==> src/rtl/i3c_pkg.sv <==
// Shared I3C target types: TTI TX descriptor layout and TX descriptor FSM states.
package i3c_pkg;

    typedef struct packed {
        logic [15:0] reserved;
        logic [15:0] data_length;
    } tti_tx_desc_t;

    typedef enum logic [1:0] {
        IDLE  = 2'd0,
        XFER  = 2'd1,
        DRAIN = 2'd2
    } tx_desc_state_e;

endpackage

==> src/rtl/descriptor_tx.sv <==
// Target-side TX path for I3C Private Reads: pops a TX descriptor, then streams its bytes
// from the TTI TX data queue to the target FSM, draining leftovers after a controller abort.
module descriptor_tx
    import i3c_pkg::*;
#(
    parameter int TtiTxDescDataWidth = 32,
    parameter int TtiTxDataWidth     = 8
) (
    input  logic                          clk_i,
    input  logic                          rst_ni,

    input  logic                          tti_tx_desc_queue_rvalid_i,
    output logic                          tti_tx_desc_queue_rready_o,
    input  logic [TtiTxDescDataWidth-1:0] tti_tx_desc_queue_rdata_i,

    input  logic                          tti_tx_queue_rvalid_i,
    output logic                          tti_tx_queue_rready_o,
    input  logic [TtiTxDataWidth-1:0]     tti_tx_queue_rdata_i,

    output logic [7:0]                    tx_byte_o,
    output logic                          tx_byte_valid_o,
    input  logic                          tx_byte_ready_i,
    output logic                          tx_byte_last_o,
    output logic                          tx_byte_err_o,
    input  logic                          tx_abort_i,
    output logic                          tx_data_pending_o,
    output logic                          tx_done_o
);

    tx_desc_state_e state_q, state_d;
    logic [15:0]    remaining_q, remaining_d;
    logic           done_q, done_d;

    tti_tx_desc_t   desc;
    logic           unused_desc_reserved;

    logic           in_idle, in_xfer, in_drain;
    logic           byte_hs, data_pop, last_pop;

    assign desc                 = tti_tx_desc_queue_rdata_i;
    assign unused_desc_reserved = ^desc.reserved;

    // Qualifying with rst_ni keeps every output low while reset is held, including the
    // descriptor pop that IDLE would otherwise advertise.
    assign in_idle  = rst_ni && (state_q == IDLE);
    assign in_xfer  = rst_ni && (state_q == XFER);
    assign in_drain = rst_ni && (state_q == DRAIN);

    assign byte_hs  = in_xfer && tx_byte_ready_i && tti_tx_queue_rvalid_i;
    assign data_pop = byte_hs || (in_drain && tti_tx_queue_rvalid_i);
    assign last_pop = data_pop && (remaining_q == 16'd1);

    always_comb begin
        state_d     = state_q;
        remaining_d = remaining_q;
        done_d      = 1'b0;

        unique case (state_q)
            IDLE: begin
                if (tti_tx_desc_queue_rvalid_i) begin
                    remaining_d = desc.data_length;
                    if (desc.data_length != 16'd0) begin
                        state_d = XFER;
                    end
                end
            end
            XFER: begin
                // A final handshake wins over a coincident abort: nothing is left to drain.
                if (last_pop) begin
                    state_d = IDLE;
                    done_d  = 1'b1;
                end else if (tx_abort_i) begin
                    state_d = DRAIN;
                end
            end
            DRAIN: begin
                if (last_pop) begin
                    state_d = IDLE;
                    done_d  = 1'b1;
                end
            end
            default: begin
                state_d = IDLE;
            end
        endcase

        if (data_pop && (remaining_q != 16'd0)) begin
            remaining_d = remaining_q - 16'd1;
        end
    end

    // NOTE: state registers use non-blocking assignments so every flop samples the
    // pre-edge value of every other flop, independent of process ordering.
    always_ff @(posedge clk_i or negedge rst_ni) begin
        if (!rst_ni) begin
            state_q     <= IDLE;
            remaining_q <= 16'd0;
            done_q      <= 1'b0;
        end else begin
            state_q     <= state_d;
            remaining_q <= remaining_d;
            done_q      <= done_d;
        end
    end

    assign tti_tx_desc_queue_rready_o = in_idle;
    assign tti_tx_queue_rready_o      = data_pop;

    assign tx_byte_o         = in_xfer ? tti_tx_queue_rdata_i[7:0] : 8'h00;
    assign tx_byte_valid_o   = in_xfer && tti_tx_queue_rvalid_i;
    assign tx_byte_last_o    = tx_byte_valid_o && (remaining_q == 16'd1);
    assign tx_byte_err_o     = in_xfer && tx_byte_ready_i && !tti_tx_queue_rvalid_i;
    assign tx_data_pending_o = in_xfer;
    assign tx_done_o         = done_q;

endmodule

==> config.mk <==
export PLATFORM = sky130hd
export DESIGN_NAME = descriptor_tx
export DESIGN_NICKNAME = d
export VERILOG_FILES = /design/src/rtl/i3c_pkg.sv /design/src/rtl/descriptor_tx.sv
export SDC_FILE = /design/constraint.sdc
export NUM_CORES = 1
export LEC_CHECK = 0
export CORE_MARGIN = 1.5
export CORE_UTILIZATION = 39
export DETAILED_ROUTE_END_ITERATION = 10
export PLACE_DENSITY = 0.74
export RECOVER_POWER = 25
export SLEW_MARGIN = 0
export SYNTH_ARGS = -nofsm -noshare
export SYNTH_HDL_FRONTEND = slang
export SYNTH_SLANG_ARGS = --single-unit
export TNS_END_PERCENT = 50
==> constraint.sdc <==
create_clock -name clk_i -period 2.1 [get_ports clk_i]
set_clock_uncertainty 0.1 [all_clocks]
set_input_delay 0.42 -clock clk_i [delete_from_list [all_inputs] [get_ports clk_i]]
set_output_delay 0.42 -clock clk_i [all_outputs]
set_load 0.1 [all_outputs]
==> metrics.md, run 1 <==
| Metric | Value |
|---|---|
| Routed vias/inst | 5.65 |
| Unrepaired setup endpoints after global routing | true |
| RR Startpoint | remaining_q[1] |
| Largest family of logic cells by synthesized area | simple AND/OR/NAND/NOR gates |
| Seq cells post-synth | 19 |
| Initial antenna violation count | 0 |
| Worst-margin pin slew | 536 ps |
| Final setup violation count | 15 |
| R2r endpoint | remaining_q[14] |
| Post-DP HPWL | 3770 um |
| Syn. warnings | 0 |
| Post-synth top flop | dfrtp_1 |
| Cell family with most CP delay | simple AND/OR/NAND/NOR gates |
| WP data required | 1580 ps |
| 1st-iter DRT viols | 119 |
| Core Area | 3630 um2 |
| CP Buf/Inv Count | 1 |
| 1st-pass router iterations | 4 |
| Cell Pwr Density | 1220 nW/um2 |
| Most common cell after layout, fill and taps aside | buf_4 |
| Commonest non-fill, non-tap cells in the layout | buf_4, clkdlybuf4s50_1, nand2_1, dfrtp_1, buf_12 |
| Placed insts | 303 |
| Worst EP arrival | 1800 ps |
| Reg2reg setup slack | -120 ps |
| Via count | 1814 |
| Post-synthesis instance area | 1470 um2 |
| Final cell count without fillers | 321 |
| Max VDD drop | 0.000631 V |
| XOR/XNOR Fraction of Synth Area | 0.594% |
| Max Cap Viol | 0 |
| Fin Setup TNS | -912 ps |
| Crit. End Element | output pin |
| Layout Nets | 326 |
| Reg2Reg Depth | 7 |
| Layout cells sized above 1 | 45.4% |
| Total power | 3.42 mW |
| Startpoint Class | register |
| Synthesized area per cell | 8.62 um2 |
| CTS Hold Bufs | 0 |
| Total wire length | 5670 um |
| Die Ht | 64.5 um |
| Slew headroom | 64.3% |
| Period utilisation layout | 111% |
| Cells after Synth | 171 |
| Die ar. | 4160 um2 |
| Worst-path cell chain | or4b_4 > nor3_4 > buf_12 |
| Minimum clock period | 2320 ps |
| Post-Synth Simple-Gate Area | 34.1% |
| Largest net degree at the start of global routing | 20 |
| Synth Area in Compound Gates | 23.2% |
| Yosys top cell by area | dfrtp_1 |
| Hold Crit Class | primary input to async pin |
| Seq/Total Area, Yosys | 32.3% |
| Ports | 61 |
| Distinct cells, synth | 48 |
| TritonCTS clock tree | done |
| CTS Root Cell | clkbuf_8 |
| Final setup margin | -224 ps |
| Synth top area cells | dfrtp_1, nand2_1, ha_1 |
| N_diodes | 0 |
| Yosys top cell area share | 32.3% |
| Total GRT Usage | 27.8% |
| Highest cell delay on the worst timing path | 610 ps |
| Initial core utilization | 40.6% |
| Layout area overhead | 90.2% |
| Place WS | -388 ps |
| WL per Instance | 17.7 um |
| Status | finished, violations left |
| Setup Crit Path Kind | register to output pin |
| Fin Hold WS | 294 ps |
| EDFF count, synth | 0 |
| DRC | 0 |
| Ys async rst share | 100% |
| Deepest clock path buffer count | 2 |
| Vias in the first global route | 1825 |
| TritonCTS Buffers | 3 |
| IO buf count | 44 |
| CTS HTree Levels | 1 |
| Routability cong. | 0.878 |
| Maximum clock frequency | 430 MHz |
| Die W | 64.5 um |
| CTS Sinks | 19 |
| Proportion of synthesized area in mux cells | 0% |
| Clock Latency Late Sink | 270 ps |
| Max-slew violation count | 0 |
| Synthesized net count | 223 |
| Leak Pwr | 1.23 nW |
| Routed Antenna Nets | 0 |
| Adder-cell share of the synthesized area | 5.09% |
| First-pass GRT wire length | 9000 um |
| Failing checks | negative setup slack |
| CP max-delay cell | or4b_4 |
| Row count | 22 |
| Clock transition at the registers of the reported paths | 80 ps |
| Total congestion overflow | 0 |
| CP Max Fanout | 7 |
| Final-report hold violation count | 0 |
-- layout make-up --
cell class | count | area [um2]
clock buffers | 3 | 41.3
clock inverters | 1 | 5.00
fillers | 252 | 830
inverters | 10 | 41.3
multi-input cells | 136 | 1120
flip-flops and latches | 19 | 477
well taps | 48 | 60.1
repair buffers | 104 | 1060
-- sequential cells by signal, summed over array words and instances, names as in the netlist --
register,count
state_q,2
tx_done_o,1
remaining_q,16
-- cells by family after synthesis --
family	count (synthesis)
and+or+nand+nor	82
xor gates and xnor gates	1
DFF	19
buffers and inverters	16
AOI/OAI and AO/OA	47
adders and majority gates	6
-- power by group --
part	switching, mW	internal [mW]
clock network	0.143	0.133
registers	0.223	0.535
logic	1.24	1.15
-- through the flow --
| step | util, % | instance area [um2] |
|---|---|---|
| floorplan | - | 1540 |
| global placement | 68.5 | 2490 |
| CTS | 74.5 | 2710 |
| detailed placement | 68.5 | 2490 |
| global route | 77.2 | 2800 |
| finish | 77.2 | 2800 |
-- layer usage --
metal / wire length, um / part of all wire [%] / track usage [%] / vias up
li1: - / - / - / 856
met1: 2380 / 42 / 34.9 / 876
met2: 2920 / 51 / 50.5 / 67
met3: 258 / 4.5 / 2.95 / 15
met4: 120 / 2.1 / 7.98 / 0
met5: 0 / 0 / 0 / -
-- synth_stat cells, drive strengths merged (2+ instances only) --
library cell  instances
a21o                  3
nand3b                2
clkbuf                3
a21oi                 8
nor2                  6
nor3                  5
or3                   5
inv                  10
o211ai                4
dfrtp                19
nor4                  3
or4                   9
and3                 11
o21ai                 7
a32oi                 2
nand3                 7
nand2                22
a211oi                4
nor4b                 2
o221a                 2
o22ai                 3
o31a                  2
o31ai                 2
buf                   3
and2                  4
ha                    6
a22oi                 3
-- how the worst max path moves through the flow --
| stage | from | end | slack [ps] | cells past startpoint |
|---|---|---|---|---|
| after floorplan | remaining_q[12] | tx_byte_last_o | -340 | 3 |
| after global placement | tti_tx_desc_queue_rdata_i[3] | state_q[1] | -380 | 6 |
| after detailed placement | tti_tx_desc_queue_rdata_i[3] | state_q[1] | -390 | 6 |
| after CTS | remaining_q[4] | tx_byte_last_o | -190 | 5 |
| after global routing | remaining_q[1] | tx_byte_last_o | -260 | 5 |
| final | remaining_q[3] | tx_byte_last_o | -220 | 3 |
-- repair_timing --
| action | in CTS | in global routing |
|---|---|---|
| pin swaps | 19 | 11 |
| setup buffers | 10 | 4 |
| resized for setup | 27 | 17 |
| setup endpoints to repair | 28 | 23 |
Power figures use the tool's default switching activity.
==> run 2: changes to the inputs <==
--- a/config.mk
+++ b/config.mk
@@ -5,10 +5,13 @@
 export SDC_FILE = /design/constraint.sdc
 export NUM_CORES = 1
 export LEC_CHECK = 0
+export CAP_MARGIN = 20
 export CORE_MARGIN = 1.5
-export CORE_UTILIZATION = 39
+export CORE_UTILIZATION = 56
 export DETAILED_ROUTE_END_ITERATION = 10
-export PLACE_DENSITY = 0.74
+export DONT_BUFFER_PORTS = 1
+export GPL_TIMING_DRIVEN = 1
+export PLACE_DENSITY = 0.71
 export RECOVER_POWER = 25
 export SLEW_MARGIN = 0
 export SYNTH_ARGS = -nofsm -noshare
==> run 2 against run 1 <==
The run still ends with negative setup slack left. Cell count down 19%. Register-to-register slack worse by 170 ps. Utilization grew 18 points. Sequential share of layout area rose by 3.1 points. Fmax decreased by 6.2%. Total power hardly changed. Sequential power grew 2%. Worst hold slack got worse by 180 ps. Setup slack worse by 150 ps. First-iteration DRC count increased by 120%. Via count increased by 9.5%.
==> metrics.md, run 2 (synthesis gave the netlist of run 1 again) <==
| Metric | Value |
|---|---|
| Post-DP HPWL | 3430 um (was 3770 um) |
| Via count | 1986 (was 1814) |
| Period utilisation layout | 118% (was 111%) |
| RR Startpoint | remaining_q[0] (was remaining_q[1]) |
| Failing checks | negative setup slack (unchanged) |
| Fin Hold WS | 113 ps (was 294 ps) |
| Metal-1 WL | 2320 um (was 2380 um) |
| 1st-pass router iterations | 7 (was 4) |
| Hold Crit Start | tti_tx_desc_queue_rdata_i[5] |
| 1st-iter DRT viols | 256 (was 119) |
| R2r endpoint | remaining_q[14] (unchanged) |
| Layout Nets | 283 (was 326) |
| Minimum clock period | 2480 ps (was 2320 ps) |
| Die W | 54.3 um (was 64.5 um) |
| Vias in the first global route | 1718 (was 1825) |
| Routability cong. | 0.904 (was 0.878) |
| Crit. End Element | output pin (unchanged) |
| DR WL met3 | 953 um (was 258 um) |
| Util after Layout | 95.6% (was 77.2%) |
| Clock Latency Late Sink | 330 ps (was 270 ps) |
| Clock transition at the registers of the reported paths | 140 ps (was 80 ps) |
| Total wire length | 6860 um (was 5670 um) |
| Commonest non-fill, non-tap cells in the layout | buf_4, dfrtp_1, nand2_1, buf_12, buf_6 (was buf_4, clkdlybuf4s50_1, nand2_1, dfrtp_1, buf_12) |
| Final setup violation count | 24 (was 15) |
| CP max-delay cell | dfrtp_1 (was or4b_4) |
| Slew headroom | 37.2% (was 64.3%) |
| CP Buf/Inv Count | 2 (was 1) |
| Total congestion overflow | 0 (unchanged) |
| Total power | 3.42 mW (about the same) |
| Startpoint Class | register (unchanged) |
| Max-slew violation count | 0 (unchanged) |
| Largest Register | remaining_q (unchanged) |
| Max reg flops | 16 (unchanged) |
| Die ar. | 2950 um2 (was 4160 um2) |
| Ports | 61 (unchanged) |
| Reg2Reg Depth | 7 (unchanged) |
| Worst-path cell chain | buf_6 > nor4_4 > nand4b_1 > nor3_4 > buf_12 (was or4b_4 > nor3_4 > buf_12) |
| Hold Crit Class | primary input to register (was primary input to async pin) |
| Maximum clock frequency | 404 MHz (was 430 MHz) |
| Largest net degree at the start of global routing | 20 (unchanged) |
| Setup Crit Path Kind | register to output pin (unchanged) |
| Core Area | 2480 um2 (was 3630 um2) |
| TritonCTS Buffers | 3 (unchanged) |
| Worst EP arrival | 1960 ps (was 1800 ps) |
| Max Cap Viol | 0 (unchanged) |
| Layout cells sized above 1 | 45.7% (was 45.4%) |
| Routed vias/inst | 7.64 (was 5.65) |
| CTS Sinks | 19 (unchanged) |
| IO buf count | 0 (was 44) |
| Critical Path Source | remaining_q[11] (was remaining_q[3]) |
| Status | finished, violations left (unchanged) |
| Final-report hold violation count | 0 (unchanged) |
| Initial core utilization | 59.5% (was 40.6%) |
| Most common cell after layout, fill and taps aside | buf_4 (unchanged) |
| CP Max Fanout | 4 (was 7) |
| Die Ht | 54.3 um (was 64.5 um) |
| Deepest clock path buffer count | 2 (unchanged) |
| Worst-margin pin slew | 939 ps (was 536 ps) |
| N_diodes | 0 (unchanged) |
| Reg2reg setup slack | -290 ps (was -120 ps) |
| Max VDD drop | 0.00121 V (was 0.000631 V) |
| Top layer in use | met4 (unchanged) |
| CTS HTree Levels | 1 (unchanged) |
| Leak Pwr | 1.04 nW (was 1.23 nW) |
| Initial antenna violation count | 0 (unchanged) |
| Hold Path Depth | 2 |
| Final setup margin | -377 ps (was -224 ps) |
| Place WS | -131 ps (was -388 ps) |
| WL met2 | 3110 um (was 2920 um) |
| Cell family with most CP delay | simple AND/OR/NAND/NOR gates (unchanged) |
| Unrepaired setup endpoints after global routing | true (unchanged) |
| Fillers | 60 (was 252) |
| Row count | 18 (was 22) |
| Total GRT Usage | 38.1% (was 27.8%) |
| Routed Antenna Nets | 0 (unchanged) |
| First-pass GRT wire length | 7950 um (was 9000 um) |
| Layout area overhead | 60.7% (was 90.2%) |
| Min-Delay Endpoint | remaining_q[5] |
| TritonCTS clock tree | done (unchanged) |
| Highest cell delay on the worst timing path | 440 ps (was 610 ps) |
| WL per Instance | 26.4 um (was 17.7 um) |
| Cell Pwr Density | 1440 nW/um2 (was 1220 nW/um2) |
| DRC | 0 (unchanged) |
| CTS Root Cell | clkbuf_4 (was clkbuf_8) |
| WP data required | 1580 ps (about the same) |
run 2: cell types whose count changed in the layout (fill, tap and decap cells not counted), sizes merged:
cell           delta
clkdlybuf4s50    -25
buf              -16
dlygate4sd2       -4
a21oi             +1
dlygate4sd3       +1
run 2: where the power goes:
part	total (mW)	switching, mW	internal, mW
logic	2.44	1.37	1.07
registers	0.773	0.242	0.531
clock network	0.208	0.137	0.0714
total	3.42	1.75	1.67
run 2: how the worst max path moves through the flow:
stage | to | slack, ps | depth (start not counted)
after floorplan | tx_byte_last_o | -340 | 3
after global placement | remaining_q[13] | -70 | 5
after detailed placement | remaining_q[13] | -130 | 5
after CTS | tx_byte_last_o | -280 | 5
after global routing | tx_byte_last_o | -500 | 5
final | tx_byte_last_o | -380 | 5
run 2: layout make-up:
type                       count  area [um2]  share of cell area [%]
clock buffer                   3        22.5                   0.951
clock inverter                 1        5.00                   0.211
inverter                      10        41.3                    1.74
multi-input combinational    137        1130                    47.6
sequential                    19         475                    20.1
tap                           30        37.5                    1.58
timing repair buffer          60         658                    27.8
run 2: layer usage:
layer / vias up / GRT usage (%)
met1: 901 / 45.2
li1: 772 / -
met5: - / 0
met4: 0 / 19.6
met3: 80 / 6.56
met2: 233 / 65.5
run 2: through the flow:
step	cells	area (um2)	setup TNS [ps]
floorplan	171	1540	-2600
global placement	241	2030	-167
detailed placement	241	2030	-725
CTS	256	2200	-968
global route	260	2370	-5750
finish	260	2370	-3900
run 2: what timing repair did:
item,in CTS,in global routing
gates cloned,1,0
buffers inserted,9,5
endpoints found under the hold margin,19,0
hold buffers,1,0
resized for setup,17,33
pin swaps,8,16
setup endpoints to repair,21,25
run 2: worst register-to-register path: stages (launching register included):
cell,delay (ps)
dfrtp_1,410
inv_1,100
ha_1,220
nor3b_4,290
nand2_1,140
or4_4,540
or4_1,430
o211ai_1,110
==> run 3: changes to the inputs <==
--- a/config.mk
+++ b/config.mk
@@ -12,7 +12,7 @@
 export DONT_BUFFER_PORTS = 1
 export GPL_TIMING_DRIVEN = 1
 export PLACE_DENSITY = 0.71
-export RECOVER_POWER = 25
+export RECOVER_POWER = 100
 export SLEW_MARGIN = 0
 export SYNTH_ARGS = -nofsm -noshare
 export SYNTH_HDL_FRONTEND = slang
==> run 3 against run 2 <==
The flow still finishes with violations (negative setup slack). First-iteration DRC count is the same. Sequential power about the same. Critical endpoint unchanged. Largest cell class unchanged. Register-to-register slack worse by 20 ps.
==> metrics.md, run 3 (synthesis gave the netlist of run 1 again) <==
| Metric | Value |
|---|---|
| Die ar. | 2950 um2 (unchanged) |
| Setup Crit Path Kind | register to output pin (unchanged) |
| Routed Antenna Nets | 0 (unchanged) |
| Worst-margin pin slew | 931 ps (was 939 ps) |
| Routability cong. | 0.904 (unchanged) |
| Failing checks | negative setup slack (unchanged) |
| Startpoint Class | register (unchanged) |
| Maximum clock frequency | 404 MHz (about the same) |
| Reg2reg setup slack | -310 ps (was -290 ps) |
| RR Startpoint | remaining_q[0] (unchanged) |
| Minimum clock period | 2480 ps (about the same) |
| 1st-pass router iterations | 5 (was 7) |
| WP data required | 1580 ps (about the same) |
| Status | finished, violations left (unchanged) |
| Leak Pwr | 1.03 nW (was 1.04 nW) |
| First-pass GRT wire length | 7950 um (unchanged) |
| Unrepaired setup endpoints after global routing | true (unchanged) |
| Core Area | 2480 um2 (unchanged) |
| TritonCTS Buffers | 3 (unchanged) |
| Min-Delay Endpoint | remaining_q[5] (unchanged) |
| Hold Path Depth | 2 (unchanged) |
| DRC | 0 (unchanged) |
| Clock transition at the registers of the reported paths | 130 ps (was 140 ps) |
| Commonest non-fill, non-tap cells in the layout | buf_4, dfrtp_1, nand2_1, buf_6, and3_1 (was buf_4, dfrtp_1, nand2_1, buf_12, buf_6) |
| Max Cap Viol | 0 (unchanged) |
| Die Ht | 54.3 um (unchanged) |
| Placed insts | 241 (unchanged) |
| Top layer in use | met4 (unchanged) |
| CP Max Fanout | 4 (unchanged) |
| Die W | 54.3 um (unchanged) |
| Max VDD drop | 0.00119 V (was 0.00121 V) |
| Largest Register | remaining_q (unchanged) |
| Metal-1 WL | 2330 um (was 2320 um) |
| Clock Latency Late Sink | 330 ps (about the same) |
| Routed vias/inst | 7.60 (was 7.64) |
| Max-slew violation count | 0 (unchanged) |
| Deepest clock path buffer count | 2 (unchanged) |
| Period utilisation layout | 118% (about the same) |
| Reg2Reg Depth | 7 (unchanged) |
| Hold Crit Start | tti_tx_desc_queue_rdata_i[5] (unchanged) |
| Post-DP HPWL | 3430 um (unchanged) |
| N_diodes | 0 (unchanged) |
| TritonCTS clock tree | done (unchanged) |
| Layout area overhead | 57.0% (was 60.7%) |
| Total congestion overflow | 0 (unchanged) |
| WL met2 | 3090 um (was 3110 um) |
| Final setup margin | -378 ps (was -377 ps) |
| Total GRT Usage | 38.1% (unchanged) |
| 1st-iter DRT viols | 256 (unchanged) |
| Largest net degree at the start of global routing | 20 (unchanged) |
| Ports | 61 (unchanged) |
| Via count | 1975 (was 1986) |
| Vias in the first global route | 1718 (unchanged) |
| Final cell count without fillers | 260 (unchanged) |
| Total wire length | 6850 um (was 6860 um) |
| Most common cell after layout, fill and taps aside | buf_4 (unchanged) |
| Crit. End Element | output pin (unchanged) |
| WL per Instance | 26.4 um (about the same) |
| Slew headroom | 37.7% (was 37.2%) |
| Worst EP arrival | 1960 ps (about the same) |
| IO buf count | 0 (unchanged) |
| Fin Hold WS | 114 ps (was 113 ps) |
| DR WL met3 | 955 um (was 953 um) |
| R2r endpoint | remaining_q[14] (unchanged) |
| Layout Nets | 283 (unchanged) |
| Initial core utilization | 59.5% (unchanged) |
| Total power | 3.38 mW (was 3.42 mW) |
| Initial antenna violation count | 0 (unchanged) |
| Row count | 18 (unchanged) |
| Hold Crit Class | primary input to register (unchanged) |
| Max reg flops | 16 (unchanged) |
| CTS Sinks | 19 (unchanged) |
| Final setup violation count | 24 (unchanged) |
| Final-report hold violation count | 0 (unchanged) |
| CTS HTree Levels | 1 (unchanged) |
| CTS Root Cell | clkbuf_4 (unchanged) |
| Layout cells sized above 1 | 45.7% (unchanged) |
| Cell Pwr Density | 1460 nW/um2 (was 1440 nW/um2) |
## run 3: layout make-up
type,count,area (um2)
multi-input cells,137,1130
repair buffers,60,604
flip-flops and latches,19,475
fillers,73,163
inverters,10,41.3
well taps,30,37.5
clock buffers,3,22.5
clock inverters,1,5.00
## run 3: layer usage
metal  track usage, %  vias to the layer above
li1                 -                      770
met1             45.2                      903
met2             65.5                      224
met3             6.56                       78
met4             19.6                        0
met5                0                        -
## run 3: repair_timing
| item | CTS | global route |
|---|---|---|
| gates cloned | 1 | 0 |
| pin swaps | 8 | 16 |
| setup endpoints to repair | 21 | 25 |
| endpoints found under the hold margin | 19 | 0 |
| setup buffers | 9 | 5 |
| resized for setup | 17 | 33 |
| hold buffers | 1 | 0 |
## run 3: stage by stage
| step | util, % | setup TNS, ps | instance area (um2) | worst slack (ps) |
|---|---|---|---|---|
| floorplan | - | -2600 | 1540 | -340 |
| global placement | 81.8 | -167 | 2030 | -74.6 |
| detailed placement | 81.8 | -725 | 2030 | -131 |
| CTS | 89.0 | -968 | 2200 | -282 |
| global route | 93.4 | -5750 | 2310 | -504 |
| finish | 93.4 | -3900 | 2310 | -378 |
## run 3: worst max-delay path by stage
stage,from,to,slack [ps],cells after the start
final,remaining_q[11],tx_byte_last_o,-380,5
after global placement,remaining_q[7],remaining_q[13],-70,5
after floorplan,remaining_q[12],tx_byte_last_o,-340,3
after detailed placement,remaining_q[7],remaining_q[13],-130,5
after CTS,remaining_q[9],tx_byte_last_o,-280,5
after global routing,remaining_q[11],tx_byte_last_o,-500,5
## run 3: power breakdown
part,internal (mW),total [mW],leakage [nW],switching (mW)
Clock,0.0714,0.209,0.0177,0.137
Combinational,1.03,2.40,0.781,1.36
Sequential,0.531,0.774,0.232,0.242
Total,1.64,3.38,1.03,1.74
## run 3: critical path, stage by stage (launching register included)
cell	delay [ps]
dfrtp_1	440
buf_6	150
nor4_4	310
nand4b_1	280
nor3_4	250
buf_12	200
